File: src/rtl/lpc_mailbox_regs.sv
// LPC I/O mailbox: 8-byte register window bridging host reads/writes
// to a host->device TX byte FIFO and a device->host RX byte FIFO.
module lpc_mailbox_regs #(
    parameter logic [15:0] BASE_ADDR  = 16'h0F00,
    parameter int          FIFO_DEPTH = 4
) (
    input  logic        clk_i,
    input  logic        rst_i,
    input  logic [15:0] lpc_addr_i,
    input  logic [7:0]  lpc_wdata_i,
    input  logic        lpc_data_wr_i,
    output logic        lpc_wr_done_o,
    input  logic        lpc_data_req_i,
    output logic [7:0]  lpc_rdata_o,
    output logic        lpc_data_rd_o,
    output logic [3:0]  irq_num_o,
    output logic        interrupt_o,
    output logic [7:0]  tx_data_o,
    output logic        tx_valid_o,
    input  logic        tx_ready_i,
    input  logic [7:0]  rx_data_i,
    input  logic        rx_valid_i,
    output logic        rx_ready_o
);

    localparam int AW = $clog2(FIFO_DEPTH);
    localparam int CW = AW + 1;

    localparam logic [1:0] W_IDLE = 2'd0;
    localparam logic [1:0] W_ACK  = 2'd1;
    localparam logic [1:0] W_WAIT = 2'd2;

    // R_FETCH gives the one extra cycle between request rise and valid data
    localparam logic [1:0] R_IDLE  = 2'd0;
    localparam logic [1:0] R_FETCH = 2'd1;
    localparam logic [1:0] R_VALID = 2'd2;
    localparam logic [1:0] R_DONE  = 2'd3;

    logic [1:0]  wst_q, wst_d;
    logic [1:0]  rst_q, rst_d;
    logic        req_prev_q;
    logic [15:0] raddr_q, raddr_d;
    logic [7:0]  rdata_q, rdata_d;
    logic        rd_empty_q, rd_empty_d;
    logic [4:0]  ctrl_q, ctrl_d;
    logic [7:0]  scratch_q, scratch_d;
    logic        tx_ovf_q, tx_ovf_d;
    logic        rx_unf_q, rx_unf_d;
    logic [3:0]  irq_num_q, irq_num_d;
    logic        int_q, int_d;

    logic [7:0]  tx_mem_q [FIFO_DEPTH];
    logic [7:0]  tx_mem_d [FIFO_DEPTH];
    logic [AW-1:0] tx_wp_q, tx_wp_d, tx_rp_q, tx_rp_d;
    logic [CW-1:0] tx_cnt_q, tx_cnt_d;

    logic [7:0]  rx_mem_q [FIFO_DEPTH];
    logic [7:0]  rx_mem_d [FIFO_DEPTH];
    logic [AW-1:0] rx_wp_q, rx_wp_d, rx_rp_q, rx_rp_d;
    logic [CW-1:0] rx_cnt_q, rx_cnt_d;

    logic tx_full, tx_empty, rx_full, rx_empty;
    logic wr_fire, w_hit, r_hit, r_is_data, rd_commit;
    logic tx_push, tx_pop, rx_push, rx_pop;
    logic ovf_set, unf_set;
    logic [2:0] w_off;
    logic [7:0] status;

    assign tx_full  = (tx_cnt_q == CW'(FIFO_DEPTH));
    assign tx_empty = (tx_cnt_q == '0);
    assign rx_full  = (rx_cnt_q == CW'(FIFO_DEPTH));
    assign rx_empty = (rx_cnt_q == '0);

    assign w_hit = (lpc_addr_i[15:3] == BASE_ADDR[15:3]);
    assign w_off = lpc_addr_i[2:0];
    assign r_hit = (raddr_q[15:3] == BASE_ADDR[15:3]);
    assign r_is_data = r_hit && (raddr_q[2:0] == 3'd0);

    assign wr_fire   = (wst_q == W_IDLE) && lpc_data_wr_i;
    assign tx_push   = wr_fire && w_hit && (w_off == 3'd0) && !tx_full;
    assign ovf_set   = wr_fire && w_hit && (w_off == 3'd0) && tx_full;
    assign tx_pop    = !tx_empty && tx_ready_i;
    assign rx_push   = rx_valid_i && !rx_full;
    assign rd_commit = (rst_q == R_VALID) && !lpc_data_req_i;
    assign rx_pop    = rd_commit && r_is_data && !rd_empty_q;
    assign unf_set   = rd_commit && r_is_data && rd_empty_q;

    assign status = {4'b0, rx_unf_q, tx_ovf_q, tx_full, !rx_empty};

    always_comb begin
        wst_d     = wst_q;
        ctrl_d    = ctrl_q;
        scratch_d = scratch_q;
        tx_ovf_d  = tx_ovf_q;
        rx_unf_d  = rx_unf_q;
        case (wst_q)
            W_IDLE: begin
                if (lpc_data_wr_i) begin
                    wst_d = W_ACK;
                    if (w_hit) begin
                        case (w_off)
                            3'd1: begin
                                if (lpc_wdata_i[2]) tx_ovf_d = 1'b0;
                                if (lpc_wdata_i[3]) rx_unf_d = 1'b0;
                            end
                            3'd2:    ctrl_d    = lpc_wdata_i[4:0];
                            3'd3:    scratch_d = lpc_wdata_i;
                            default: ;
                        endcase
                    end
                end
            end
            W_ACK:   wst_d = W_WAIT;
            W_WAIT:  if (!lpc_data_wr_i) wst_d = W_IDLE;
            default: wst_d = W_IDLE;
        endcase
        // a new error event wins over a simultaneous W1C
        if (ovf_set) tx_ovf_d = 1'b1;
        if (unf_set) rx_unf_d = 1'b1;
    end

    always_comb begin
        rst_d      = rst_q;
        raddr_d    = raddr_q;
        rdata_d    = rdata_q;
        rd_empty_d = rd_empty_q;
        case (rst_q)
            R_IDLE: begin
                if (lpc_data_req_i && !req_prev_q) begin
                    raddr_d = lpc_addr_i;
                    rst_d   = R_FETCH;
                end
            end
            R_FETCH: begin
                rst_d      = R_VALID;
                rd_empty_d = rx_empty;
                if (!r_hit) begin
                    rdata_d = 8'hFF;
                end else begin
                    case (raddr_q[2:0])
                        3'd0:    rdata_d = rx_empty ? 8'h00 : rx_mem_q[rx_rp_q];
                        3'd1:    rdata_d = status;
                        3'd2:    rdata_d = {3'b0, ctrl_q};
                        3'd3:    rdata_d = scratch_q;
                        default: rdata_d = 8'hFF;
                    endcase
                end
            end
            R_VALID: if (!lpc_data_req_i) rst_d = R_DONE;
            default: rst_d = R_IDLE;
        endcase
    end

    always_comb begin
        tx_mem_d = tx_mem_q;
        tx_wp_d  = tx_wp_q;
        tx_rp_d  = tx_rp_q;
        if (tx_push) begin
            tx_mem_d[tx_wp_q] = lpc_wdata_i;
            tx_wp_d = tx_wp_q + AW'(1);
        end
        if (tx_pop) tx_rp_d = tx_rp_q + AW'(1);
        tx_cnt_d = tx_cnt_q + CW'(tx_push) - CW'(tx_pop);

        rx_mem_d = rx_mem_q;
        rx_wp_d  = rx_wp_q;
        rx_rp_d  = rx_rp_q;
        if (rx_push) begin
            rx_mem_d[rx_wp_q] = rx_data_i;
            rx_wp_d = rx_wp_q + AW'(1);
        end
        if (rx_pop) rx_rp_d = rx_rp_q + AW'(1);
        rx_cnt_d = rx_cnt_q + CW'(rx_push) - CW'(rx_pop);

        irq_num_d = ctrl_q[3:0];
        int_d     = ctrl_q[4] && !rx_empty;
    end

    always_ff @(posedge clk_i or posedge rst_i) begin
        if (rst_i) begin
            wst_q      <= W_IDLE;
            rst_q      <= R_IDLE;
            req_prev_q <= 1'b0;
            raddr_q    <= '0;
            rdata_q    <= 8'hFF;
            rd_empty_q <= 1'b0;
            ctrl_q     <= '0;
            scratch_q  <= '0;
            tx_ovf_q   <= 1'b0;
            rx_unf_q   <= 1'b0;
            irq_num_q  <= '0;
            int_q      <= 1'b0;
            tx_wp_q    <= '0;
            tx_rp_q    <= '0;
            tx_cnt_q   <= '0;
            rx_wp_q    <= '0;
            rx_rp_q    <= '0;
            rx_cnt_q   <= '0;
            for (int i = 0; i < FIFO_DEPTH; i++) begin
                tx_mem_q[i] <= '0;
                rx_mem_q[i] <= '0;
            end
        end else begin
            wst_q      <= wst_d;
            rst_q      <= rst_d;
            req_prev_q <= lpc_data_req_i;
            raddr_q    <= raddr_d;
            rdata_q    <= rdata_d;
            rd_empty_q <= rd_empty_d;
            ctrl_q     <= ctrl_d;
            scratch_q  <= scratch_d;
            tx_ovf_q   <= tx_ovf_d;
            rx_unf_q   <= rx_unf_d;
            irq_num_q  <= irq_num_d;
            int_q      <= int_d;
            tx_wp_q    <= tx_wp_d;
            tx_rp_q    <= tx_rp_d;
            tx_cnt_q   <= tx_cnt_d;
            rx_wp_q    <= rx_wp_d;
            rx_rp_q    <= rx_rp_d;
            rx_cnt_q   <= rx_cnt_d;
            tx_mem_q   <= tx_mem_d;
            rx_mem_q   <= rx_mem_d;
        end
    end

    assign lpc_wr_done_o = (wst_q == W_ACK);
    assign lpc_data_rd_o = (rst_q == R_VALID);
    assign lpc_rdata_o   = rdata_q;
    assign irq_num_o     = irq_num_q;
    assign interrupt_o   = int_q;
    assign tx_data_o     = tx_mem_q[tx_rp_q];
    assign tx_valid_o    = !tx_empty;
    assign rx_ready_o    = !rx_full;

endmodule

File: config.mk
export PLATFORM = sky130hd
export DESIGN_NAME = lpc_mailbox_regs
export DESIGN_NICKNAME = d
export VERILOG_FILES = /design/src/rtl/lpc_mailbox_regs.sv
export SDC_FILE = /design/constraint.sdc
export NUM_CORES = 1
export LEC_CHECK = 0
export ABC_AREA = 1
export CORE_AREA = 2 2 119 121
export DETAILED_ROUTE_END_ITERATION = 12
export DIE_AREA = 0 0 121 123
export MAX_ROUTING_LAYER = met4
export PLACE_DENSITY = 0.74
export SLEW_MARGIN = 30
export SYNTH_ARGS = -nofsm -noshare
export SYNTH_HDL_FRONTEND = slang
export SYNTH_SLANG_ARGS = --single-unit
File: constraint.sdc
create_clock -name clk_i -period 8.6 [get_ports clk_i]
set_input_delay 0.86 -clock clk_i [delete_from_list [all_inputs] [get_ports clk_i]]
set_output_delay 0.86 -clock clk_i [all_outputs]
set_load 0.05 [all_outputs]
After elaboration in Yosys (flattened, before gate mapping)
Cells that the tools add are included.

Flip-flop bits (word level): 128. Latch bits: 0. RAM bits: 0. Bits in read-only memories: 0. Bits of input ports: 38. Output and inout port bits: 25. Memories: 0.

Add/subtract/negate cells: 8. Multipliers: 0. Div/mod/pow operators: 0. Magnitude comparators: 6. Equal/unequal tests: 18. Shift-type cells: 0. Mux-type cells: 33. Bitwise gates (word level): 4. Reduce and logical (&&, ||, !) cells: 46.

Operator list (count): $bwmux W32 (2); $mux W8 (8); $bmux W8 S2 (2); $demux W8 S2 (2); $pmux W8 S4 (1); $eq A13 B9 Y1 const B (2); $reduce_bool A2 Y1 (10); $logic_and A1 B1 Y1 (16); $eq A3 B2 Y1 const B (4); $ge A3 B3 Y1 const B (4); $logic_not A3 Y1 (4); $mux W1 (12); $not A2 Y3 (4); $pmux W2 S3 (2); $reduce_and A5 Y1 (2); $add A2 B1 Y2 const B (4); $mux W2 (4); $ne A2 B2 Y1 const B (4); $reduce_and A4 Y1 (2); $logic_not A1 Y1 (7); $add A3 B1 Y3 (2); $eq A3 B1 Y1 const B (2); $eq A3 B3 Y1 const B (2); $lt A3 B1 Y1 const B (2); 5 further kinds (11).

Logic depth before layout (Yosys ltp)
Word-level depth: 7. Depth in mapped cells: 13.

Worst setup path before layout
OpenSTA, ideal clock, no wires.

Kind: register to output. Start: register tx_rp_q[0]. End: output port tx_data_o[5]. Arrival: 1.781 ns. Required time: 7.740 ns. Setup slack: 5.959 ns. Stages on the path, launching flop included: 6. Path through: dfrtp_1 clkbuf_1 inv_1 clkbuf_1 o21ai_0 o22ai_1.

Word-level cells in the longest chain between the ends: 4.

RTL lines: start: declaration (RTL line 54) `logic [AW-1:0] tx_wp_q, tx_wp_d, tx_rp_q, tx_rp_d;`; start signal: assignment (RTL line 217) `tx_rp_q <= tx_rp_d;`; $not A2 Y3 (implied by the code) (RTL line 232) `assign tx_data_o = tx_mem_q[tx_rp_q];`; $bmux W8 S2 (RTL line 232); $mux W8 (implied by the code) (2 in series) (RTL line 232); end: declaration (RTL line 18) `output logic [7:0] tx_data_o,`.

Every way passes these cells. The select of a mux whose other input is x is not followed.

Final worst setup path
Start: register tx_rp_q[0]. End: output port tx_data_o[0].

The elaborated chain is that of the path after synthesis.

==> impl_metrics.json <==
{
  "grt_pass1_wl_mm": 22.2,
  "layout.cells.non_filler": 948,
  "dp_slack_ns": 4.95,
  "final.period_utilization": 0.411,
  "synth_edf_count": 0,
  "ys_top_cells_by_area": "dfrtp_1 50%, nand2_1 10%, o21ai_0 8.0%",
  "drtIter0Drc": 306,
  "placed_area_mm2": 0.00676,
  "syn-num-nets": 750,
  "p_comb_frac": 0.287,
  "start_util": 0.442,
  "synth_mux_area_frac": 0.0112,
  "die_height_um": 123,
  "fin_area_mm2": 0.00744,
  "crit_fanout": 18,
  "async_flop_share": 1.00,
  "syn-instance-count": 694,
  "synth_compound_area_frac": 0.126,
  "drive_gt1_frac": 0.0977,
  "n_antenna_cell": 0,
  "synth_top_family_by_area": "simple AND/OR/NAND/NOR gates",
  "worst_slew_pin_slew_ns": 0.947,
  "drv_cap": 0,
  "clock_sinks": 128,
  "postCtsSetupBuffers": 0,
  "power.density_mw_per_mm2": 318,
  "syn_area_mm2": 0.00602,
  "yosys.area_share.adder": 0.0399,
  "io_buffer_count": 62,
  "synth.ff_latch_count": 128,
  "synth_top_area_frac": 0.499,
  "avgRoutedWirePerCell_um": 13.9,
  "yosys.cell_count.top_type": "nand2_1",
  "critPathMaxStageDelay_ns": 0.85,
  "core_mm2": 0.0136,
  "remaining_drc_errors": 0,
  "cts_hold_buf": 0,
  "place_congestion": 0.821,
  "drtPass1Iterations": 4,
  "io_pins": 63,
  "overflow": 0,
  "final-hold-violation-count": 0,
  "yosysWarnings": 0,
  "startpoint_type": "register",
  "hold_path_class": "reg2reg",
  "via_per_inst": 4.99,
  "clockPowerShare": 0.346,
  "row_count": 43,
  "finalMaxSlewViolations": 0,
  "p_leak_nw": 3.45,
  "synth_flop_cell": "dfrtp_1",
  "clkSlewWorstSetupHoldPaths_ns": 0.06,
  "yosys.area.top_type": "dfrtp_1",
  "cts_resized": 0,
  "nets": 811,
  "fmax_ghz": 0.283,
  "num_vias": 4731,
  "clock_latency_ns": 0.42,
  "grt_pass1_vias": 4587,
  "cp.required_ns": 7.74,
  "worst_slack_ns": 5.07,
  "cts_tree": "done",
  "r2r_cells": 12,
  "cts_buffers": 17,
  "status": "complete, no violations",
  "hold_depth": 0,
  "slew_headroom": 0.367,
  "switching_share": 0.349,
  "dp.cells": 916,
  "rsz0062_at_grt": "no",
  "grtUsageTotal": 0.198,
  "path_cells": "inv_1 -> o21ai_0 -> o22ai_1 -> clkdlybuf4s50_1",
  "synthDistinctLibCells": 33,
  "die-width_um": 121,
  "irDropWorstVdd_mv": 0.315,
  "dieArea_mm2": 0.0149,
  "worstSetupPathType": "reg2out",
  "fin_crit_ns": 3.53,
  "syn_avg_cell_area_um2": 8.68,
  "area_growth_pct": 23.5,
  "seq_area_frac_synth": 0.534,
  "ant_nets": 0,
  "grt_max_degree": 57,
  "detailedPlacementHpwl_mm": 8.84,
  "seqPwrFrac": 0.367,
  "fin_tns_setup_ns": 0,
  "drt_wl_total_mm": 13.1,
  "internal-power_mw": 1.54,
  "fin_skew_ns": 0.00697,
  "cts.htree.levels": 4,
  "p_switching_mw": 0.826,
  "end_kind": "output pin",
  "arrival_ns": 2.67,
  "yosys.area_share.simple": 0.214,
  "cp_slowest_cell": "clkdlybuf4s50_1",
  "antenna_found_initial": 0,
  "clockBufferDepth": 2,
  "synthTopCellsByCount": "168 x nand2_1, 120 x dfrtp_1, 96 x o21ai_0",
  "setup_viol": 0,
  "cts-root-buf": "clkbuf_16",
  "synthXorXnorAreaFrac": 0.00873
}
[logic make-up (layout without fill, tap and decap cells)]
family          after synthesis  in the layout
compound gates              143            143
flops                       128            128
fa+ha+maj                    18             18
mux                           6              6
simple gates                299            299
xor+xnor                      6              6
buf+inv                      94            168
[flip-flops by register name, indices dropped and copies added, names as in the netlist, 3 cells and up]
register / count
ctrl_q: 5
irq_num_o: 4
lpc_rdata_o: 8
raddr_q: 16
rx_cnt_q: 3
rx_mem_q: 32
scratch_q: 8
tx_cnt_q: 3
tx_mem_q: 32
[per-stage QoR]
step	hold slack, ns	util	power, mW
CTS	0.434	0.546	2.38
finish	0.428	0.546	2.36
global route	0.443	0.546	2.51
floorplan	0.374	-	1.35
detailed placement	0.401	0.497	1.55
global placement	0.414	0.497	1.53
[metal layers]
| metal | vias to the layer above | global-route usage | wire, um |
|---|---|---|---|
| met4 | 0 | 0.0698 | 272 |
| met3 | 26 | 0.0498 | 601 |
| li1 | 2354 | - | - |
| met2 | 104 | 0.306 | 6250 |
| met1 | 2247 | 0.255 | 6010 |
| met5 | - | - | 0 |
[worst max-delay path: cells and delay by family, from the launching register on]
kind / cells / cell delay [ns]
AO/OA/AOI/OAI: 2 / 0.37
buffers and inverters: 2 / 1.32
flip-flops: 1 / 0.57
[cells in the final DEF, fill, tap and decap left out]
cell type	count
o21ai_1	24
clkinv_1	1
dfstp_2	8
dfrtp_1	120
a22oi_1	1
o21ai_2	8
fa_1	2
o22ai_1	8
nor2_2	3
nor3_1	7
nand4_4	1
o211ai_1	1
o21ai_0	96
clkinv_4	2
nor2_8	1
bufinv_16	6
nand3_1	17
clkbuf_8	1
clkinvlp_4	4
nand2_1	168
xor2_1	4
or2_2	6
mux2_2	6
buf_4	2
nand3_4	4
clkdlybuf4s50_1	62
clkbuf_16	17
nand2_2	1
ha_1	16
nor2_4	1
inv_4	1
clkinv_2	2
nor2_1	83
a21oi_1	5
inv_1	69
xnor2_1	2
nand4_1	7
inv_2	1
[power groups by stage]
stage	sequential (mW)	clock, mW	combinational (mW)
floorplan	0.827	0	0.521
global placement	0.870	0	0.664
detailed placement	0.872	0	0.674
CTS	0.867	0.829	0.683
global route	0.887	0.856	0.765
finish	0.868	0.819	0.677
[layout make-up]
| cell class | instances | area, um2 |
|---|---|---|
| repair buffers | 64 | 636 |
| well taps | 180 | 225 |
| clock buffers | 18 | 439 |
| flip-flops and latches | 128 | 3210 |
| inverters | 72 | 273 |
| fillers | 1187 | 6180 |
| clock inverters | 14 | 238 |
| multi-input cells | 472 | 2410 |
[path summary, 6_finish.rpt]
path                                             start                         end  slack (ns)
worst min register to register   ctrl_q[1]$_DFFE_PP0P_      irq_num_o[1]$_DFF_PP0_        0.43
min in group asynchronous                        rst_i    tx_mem_q[21]$_DFFE_PP0P_        0.82
worst min-delay path             ctrl_q[1]$_DFFE_PP0P_      irq_num_o[1]$_DFF_PP0_        0.43
worst max-delay path            tx_rp_q[0]$_DFFE_PP0P_                tx_data_o[0]        5.07
worst max register to register    rst_q[0]$_DFFE_PP0P_       rx_cnt_q[2]$_DFF_PP0_        6.16
max in group asynchronous                        rst_i  lpc_rdata_o[4]$_DFFE_PP1N_        6.23
Note: power is estimated with default switching activity, not from simulation.
